`src/rtl/mc_control.sv`:
```
`default_nettype none
// ============================================================================
// Module      : mc_control
// Description : Multicycle control FSM for the MIPS core. Sequences fetch,
//               decode, execute, memory access and writeback, stalls on the
//               memory ready handshake and counts retired instructions.
// Revision    : 1.0 - initial release
// ----------------------------------------------------------------------------
// Ports
//   clk            in   rising-edge clock
//   reset          in   asynchronous active-high reset
//   opcode         in   instruction[31:26] from the decoder
//   funct          in   instruction[5:0] from the decoder
//   zero           in   ALU zero flag, used in BRANCH
//   mem_ready      in   memory completes the current access this cycle
//   pc_write       out  PC load (qualified by mem_ready in FETCH, zero in BRANCH)
//   pc_write_cond  out  conditional PC load for beq
//   ir_write       out  instruction register load
//   mem_read       out  memory read strobe
//   mem_write      out  memory write strobe
//   i_or_d         out  memory address select: 0 = PC, 1 = ALUOut
//   reg_write      out  register file write enable
//   reg_dst        out  destination select: 0 = rt, 1 = rd
//   mem_to_reg     out  writeback select: 0 = ALUOut, 1 = MDR
//   alu_src_a      out  ALU A select: 0 = PC, 1 = regA
//   pc_src         out  0 = ALU result, 1 = ALUOut, 2 = jump target
//   alu_src_b      out  0 = regB, 1 = 4, 2 = sext imm, 3 = sext imm << 2
//   alu_op         out  0 add, 1 sub, 2 and, 3 or, 4 slt, 5 sll
//   state          out  current state encoding (debug)
//   illegal        out  one-cycle pulse on unsupported opcode/funct
//   retired        out  retired instruction count (wraps)
// ============================================================================
module mc_control #(
  parameter int RETIRE_W        = 32,  // must be >= 2
  parameter bit HALT_ON_ILLEGAL = 1'b0
) (
  input  logic                clk,
  input  logic                reset,
  input  logic [5:0]          opcode,
  input  logic [5:0]          funct,
  input  logic                zero,
  input  logic                mem_ready,
  output logic                pc_write,
  output logic                pc_write_cond,
  output logic                ir_write,
  output logic                mem_read,
  output logic                mem_write,
  output logic                i_or_d,
  output logic                reg_write,
  output logic                reg_dst,
  output logic                mem_to_reg,
  output logic                alu_src_a,
  output logic [1:0]          pc_src,
  output logic [1:0]          alu_src_b,
  output logic [3:0]          alu_op,
  output logic [3:0]          state,
  output logic                illegal,
  output logic [RETIRE_W-1:0] retired
);

  typedef enum logic [3:0] {
    S_FETCH    = 4'd0,
    S_DECODE   = 4'd1,
    S_EXEC_R   = 4'd2,
    S_EXEC_I   = 4'd3,
    S_MEM_ADDR = 4'd4,
    S_MEM_RD   = 4'd5,
    S_MEM_WR   = 4'd6,
    S_WB_R     = 4'd7,
    S_WB_I     = 4'd8,
    S_WB_MEM   = 4'd9,
    S_BRANCH   = 4'd10,
    S_JUMP     = 4'd11,
    S_HALT     = 4'd15
  } state_t;

  // Opcodes
  localparam logic [5:0] c_op_rtype = 6'b000000;
  localparam logic [5:0] c_op_addi  = 6'b001000;
  localparam logic [5:0] c_op_lw    = 6'b100011;
  localparam logic [5:0] c_op_sw    = 6'b101011;
  localparam logic [5:0] c_op_beq   = 6'b000100;
  localparam logic [5:0] c_op_j     = 6'b000010;

  // R-type functs
  localparam logic [5:0] c_fn_add = 6'b100000;
  localparam logic [5:0] c_fn_sub = 6'b100010;
  localparam logic [5:0] c_fn_and = 6'b100100;
  localparam logic [5:0] c_fn_or  = 6'b100101;
  localparam logic [5:0] c_fn_slt = 6'b101010;
  localparam logic [5:0] c_fn_sll = 6'b000000;

  // ALU operation codes
  localparam logic [3:0] c_alu_add = 4'd0;
  localparam logic [3:0] c_alu_sub = 4'd1;
  localparam logic [3:0] c_alu_and = 4'd2;
  localparam logic [3:0] c_alu_or  = 4'd3;
  localparam logic [3:0] c_alu_slt = 4'd4;
  localparam logic [3:0] c_alu_sll = 4'd5;

  localparam logic [RETIRE_W-1:0] c_retire_one = {{(RETIRE_W-1){1'b0}}, 1'b1};

  state_t              r_state;
  logic [5:0]          r_opcode;
  logic [5:0]          r_funct;
  logic [RETIRE_W-1:0] r_retired;

  logic w_funct_ok;
  logic w_legal;
  logic w_retire;

  // ALU op selected by the R-type funct field
  function automatic logic [3:0] funct_to_alu(input logic [5:0] fn);
    logic [3:0] op;
    op = c_alu_add;
    case (fn)
      c_fn_add: op = c_alu_add;
      c_fn_sub: op = c_alu_sub;
      c_fn_and: op = c_alu_and;
      c_fn_or:  op = c_alu_or;
      c_fn_slt: op = c_alu_slt;
      c_fn_sll: op = c_alu_sll;
      default:  op = c_alu_add;
    endcase
    return op;
  endfunction

  // Legality is judged on the live decoder fields during DECODE
  always_comb begin
    w_funct_ok = 1'b0;
    case (funct)
      c_fn_add, c_fn_sub, c_fn_and, c_fn_or, c_fn_slt, c_fn_sll: w_funct_ok = 1'b1;
      default: w_funct_ok = 1'b0;
    endcase
  end

  always_comb begin
    w_legal = 1'b0;
    case (opcode)
      c_op_rtype: w_legal = w_funct_ok;
      c_op_addi, c_op_lw, c_op_sw, c_op_beq, c_op_j: w_legal = 1'b1;
      default: w_legal = 1'b0;
    endcase
  end

  // An instruction retires on its final cycle; a store only once memory accepts it
  always_comb begin
    w_retire = 1'b0;
    case (r_state)
      S_WB_R, S_WB_I, S_WB_MEM, S_BRANCH, S_JUMP: w_retire = 1'b1;
      S_MEM_WR: w_retire = mem_ready;
      default: w_retire = 1'b0;
    endcase
  end

  // State register, latched instruction fields and retire counter
  always_ff @(posedge clk or posedge reset) begin
    if (reset) begin
      r_state   <= S_FETCH;
      r_opcode  <= 6'd0;
      r_funct   <= 6'd0;
      r_retired <= '0;
    end else begin
      if (w_retire) begin
        r_retired <= r_retired + c_retire_one;
      end
      case (r_state)
        S_FETCH: begin
          if (mem_ready) r_state <= S_DECODE;
        end
        S_DECODE: begin
          r_opcode <= opcode;
          r_funct  <= funct;
          if (!w_legal) begin
            r_state <= HALT_ON_ILLEGAL ? S_HALT : S_FETCH;
          end else begin
            case (opcode)
              c_op_rtype:     r_state <= S_EXEC_R;
              c_op_addi:      r_state <= S_EXEC_I;
              c_op_lw, c_op_sw: r_state <= S_MEM_ADDR;
              c_op_beq:       r_state <= S_BRANCH;
              c_op_j:         r_state <= S_JUMP;
              default:        r_state <= S_FETCH;
            endcase
          end
        end
        S_EXEC_R:   r_state <= S_WB_R;
        S_EXEC_I:   r_state <= S_WB_I;
        S_MEM_ADDR: r_state <= (r_opcode == c_op_lw) ? S_MEM_RD : S_MEM_WR;
        S_MEM_RD: begin
          if (mem_ready) r_state <= S_WB_MEM;
        end
        S_MEM_WR: begin
          if (mem_ready) r_state <= S_FETCH;
        end
        S_WB_R, S_WB_I, S_WB_MEM, S_BRANCH, S_JUMP: r_state <= S_FETCH;
        S_HALT:   r_state <= S_HALT;
        default:  r_state <= S_FETCH;
      endcase
    end
  end

  // Control strobes decoded from the state register. Reset gates them off
  // directly so they drop at once even though FETCH would assert mem_read.
  // pc_write/ir_write in FETCH and pc_write in BRANCH are the only strobes
  // that look at a live input.
  always_comb begin
    pc_write      = 1'b0;
    pc_write_cond = 1'b0;
    ir_write      = 1'b0;
    mem_read      = 1'b0;
    mem_write     = 1'b0;
    i_or_d        = 1'b0;
    reg_write     = 1'b0;
    reg_dst       = 1'b0;
    mem_to_reg    = 1'b0;
    alu_src_a     = 1'b0;
    pc_src        = 2'd0;
    alu_src_b     = 2'd0;
    alu_op        = c_alu_add;
    illegal       = 1'b0;
    if (!reset) begin
      case (r_state)
        S_FETCH: begin
          mem_read  = 1'b1;
          alu_src_b = 2'd1;
          ir_write  = mem_ready;
          pc_write  = mem_ready;
        end
        S_DECODE: begin
          alu_src_b = 2'd3;
          illegal   = ~w_legal;
        end
        S_EXEC_R: begin
          alu_src_a = 1'b1;
          alu_op    = funct_to_alu(r_funct);
        end
        S_EXEC_I, S_MEM_ADDR: begin
          alu_src_a = 1'b1;
          alu_src_b = 2'd2;
        end
        S_MEM_RD: begin
          mem_read = 1'b1;
          i_or_d   = 1'b1;
        end
        S_MEM_WR: begin
          mem_write = 1'b1;
          i_or_d    = 1'b1;
        end
        S_WB_R: begin
          reg_write = 1'b1;
          reg_dst   = 1'b1;
        end
        S_WB_I: begin
          reg_write = 1'b1;
        end
        S_WB_MEM: begin
          reg_write  = 1'b1;
          mem_to_reg = 1'b1;
        end
        S_BRANCH: begin
          alu_src_a     = 1'b1;
          alu_op        = c_alu_sub;
          pc_write_cond = 1'b1;
          pc_write      = zero;
          pc_src        = 2'd1;
        end
        S_JUMP: begin
          pc_write = 1'b1;
          pc_src   = 2'd2;
        end
        default: begin
        end
      endcase
    end
  end

  assign state   = r_state;
  assign retired = r_retired;

endmodule
`default_nettype wire

```
`config.mk`:
```
export PLATFORM = sky130hd
export DESIGN_NAME = mc_control
export DESIGN_NICKNAME = d
export VERILOG_FILES = /design/src/rtl/mc_control.sv
export SDC_FILE = /design/constraint.sdc
export NUM_CORES = 1
export LEC_CHECK = 0
export BUFFER_PORTS_ARGS = -buffer_cell sky130_fd_sc_hd__buf_2
export CORE_MARGIN = 1
export CORE_UTILIZATION = 56
export CTS_BUF_LIST = sky130_fd_sc_hd__clkbuf_8 sky130_fd_sc_hd__clkbuf_16
export DETAILED_ROUTE_END_ITERATION = 12
export HOLD_SLACK_MARGIN = 0.12
export PLACE_DENSITY_LB_ADDON = 0.08
export SLEW_MARGIN = 25
export SYNTH_ARGS = -nofsm -noshare
export SYNTH_HDL_FRONTEND = slang
export SYNTH_SLANG_ARGS = --single-unit
```
`constraint.sdc`:
```
create_clock -name clk -period 3.95 [get_ports clk]
set_clock_uncertainty 0.05 [all_clocks]
set_input_delay 0.395 -clock clk [delete_from_list [all_inputs] [get_ports clk]]
set_output_delay 0.395 -clock clk [all_outputs]
set_load 0.05 [all_outputs]
```
==> impl_metrics.ini <==
[synth]
ys_seq_area_share_pct = 47.4
synth-edff-count = 0
synth_area_um2 = 2530
netlist_instances = 248
yosys_warnings = 0
yosys_register_bits = 48
mappedNetlistNets = 265
synthFlopType = dfrtp_1
avgSynthCellArea_um2 = 10.2
synthArstFlopShare_pct = 100
yosysUniqueCellTypes = 46

[clock_tree]
clkTransAtPathRegs_ns = 0.08
numCtsBuffers = 5
htreeDepth = 2
cts_sinks = 48
cts_max_path_buffers = 2
cts_resized = 0
clk_latency_ns = 0.30
cts_tree = built
cts-root-buf = clkbuf_8
holdBufCountCts = 0
post_cts_buffers = 0

[timing]
setup_violations = 0
max_freq_mhz = 353
rsz0062_at_grt = no
finalCritPeriodShare_pct = 71.8
whs_ns = 0.268
slew_viol_final = 0
hold_viol = 0
slew_headroom_pct = 42.7
fin_tns_setup_ns = 0
min_period_ns = 2.84
worst_pin_slew_ns = 0.857

[layout]
multiInputGateArea_um2 = 1250
num_antenna_cells = 0
final_nets = 332
final_common_cell = buf_2
layout_common_cells = 69 x buf_2, 48 x dfrtp_1, 29 x xnor2_1, 21 x nand2_1
drive_above_1_share_pct = 31.3
seqCellArea_um2 = 1200
syn_to_final_growth_pct = 18.2
num-fill-cells = 346

[power]
finalPower_mw = 1.86
power_per_cell_area_nw_per_um2 = 622
power.leakage_nw = 1.40
ir_worst_vdd_mv = 0.427

[floorplanning]
die_x_um = 69.2
dieHeight_um = 69.2
start_util_pct = 58.2
die-area_um2 = 4790
std_cell_rows = 24
io_pins = 71
core-area_um2 = 4350

[detailed_routing]
drt-wirelength-per-cell_um = 14.2
drc = 0
dr.pass1.iters = 4
final_antenna_net_count = 0
initialDrtViolationCount = 149
vias = 2067
routed_via_density = 5.62
wl_um = 5220

[run]
maxCapViolations = 0

[grt]
grt_max_degree = 49
grt_pass1_wl_um = 9350
grt_pass1_vias = 2006
grt.total_usage_pct = 24.1
overflow = 0
antenna_found_initial = 0

[placed_design]
gp_congestion = 0.787
io_buffers = 69
hpwl_um = 3740

[status]
status = finished, final reports clean

[setup_path]
critPathMaxFanout = 14
end_kind = output pin
critPathKind = reg -> out
cpPeakStageDelay_ns = 0.54
slowest_stage = dfrtp_1
worstPathRequired_ns = 3.50
start_kind = flop
crit_arrival_ns = 2.39
path_cells = inv_1 -> nand2_1 -> or4_1 -> a2111oi_1 -> buf_2

[min_path]
hold_path_class = in -> async
## kinds of logic after synthesis
| family | share of synthesized area, % |
|---|---|
| buffers and inverters | 3.11 |
| adders and majority gates | 0.889 |
| muxes | 5.34 |
| AOI/OAI and AO/OA | 7.71 |
| DFF | 47.4 |
| and+or+nand+nor | 23.6 |
| xor gates and xnor gates | 11.8 |
| other | 0.148 |
## sequential cells by signal, summed over array words and instances (netlist names)
signal	flops
r_funct	6
state	4
r_opcode	6
retired	32
## worst max-delay path, delay by kind of cell, from the launching register on
kind                   cells  cell delay [ns]
buffers and inverters      2             0.60
AO/OA/AOI/OAI              1             0.28
flip-flops                 1             0.54
AND/OR/NAND/NOR            2             0.68
## area by class of cell
type	instances	area share, %
clock inverters	2	0.376
flip-flops and latches	48	40.1
clock buffers	6	2.76
inverters	5	0.627
well taps	52	2.17
multi-input cells	184	41.9
repair buffers	71	12.0
## synth_stat cells, types with 2 or more instances
library cell,count,area (µm²)
and4_1,7,61.3
and3_1,7,43.8
buf_4,2,15.0
a21oi_1,7,35.0
and2_1,2,12.5
o22ai_1,3,18.8
or2_2,3,18.8
a32oi_1,2,17.5
or3_1,4,25.0
nor2_1,14,52.6
inv_1,4,15.0
nand2_1,21,78.8
xor2_1,5,43.8
buf_2,3,15.0
nand4_1,8,50.1
a2111oi_0,2,17.5
nand3_1,14,70.1
mux2_2,12,135
o21ai_0,9,45.0
dfrtp_1,48,1200
nor3_1,9,45.0
nand2b_1,5,31.3
clkbuf_1,5,18.8
or4_1,2,15.0
xnor2_1,29,254
## metal layers
layer	share of wire, %	track usage [%]	wire [µm]
met5	0	0	0
met4	0.90	7.71	47
met3	4.2	5.38	217
met2	46	38.1	2390
met1	49	33.2	2570
## stage by stage
| stage | utilization (%) | area [µm²] | worst slack [ns] | std cells |
|---|---|---|---|---|
| 2_1_floorplan | - | 2530 | 0.0809 | 248 |
| 3_3_place_gp | 66.6 | 2900 | 1.52 | 360 |
| 3_5_place_dp | 66.6 | 2900 | 1.46 | 360 |
| 4_1_cts | 68.7 | 2990 | 1.10 | 368 |
| 5_1_grt | 68.7 | 2990 | 0.967 | 368 |
| 6_report | 68.7 | 2990 | 1.11 | 368 |
## power by group
group | internal (mW) | leakage [nW] | switching [mW]
Combinational | 0.274 | 0.735 | 0.535
Clock | 0.140 | 0.0486 | 0.158
Sequential | 0.603 | 0.614 | 0.153
## final timing paths
kind                        startpoint     endpoint  slack (ns)  cells past startpoint
setup / recovery              state[0]    alu_op[2]        1.11                      5
hold / removal                   reset  retired[28]        0.27                      3
setup reg to reg              state[3]  retired[27]        1.46                      5
hold reg to reg            retired[31]  retired[31]        0.42                      1
max in group asynchronous        reset  r_opcode[5]        3.17                      3
min in group clk              funct[0]   r_funct[0]        0.28                      3
Note: power is estimated with default switching activity, not from simulation.
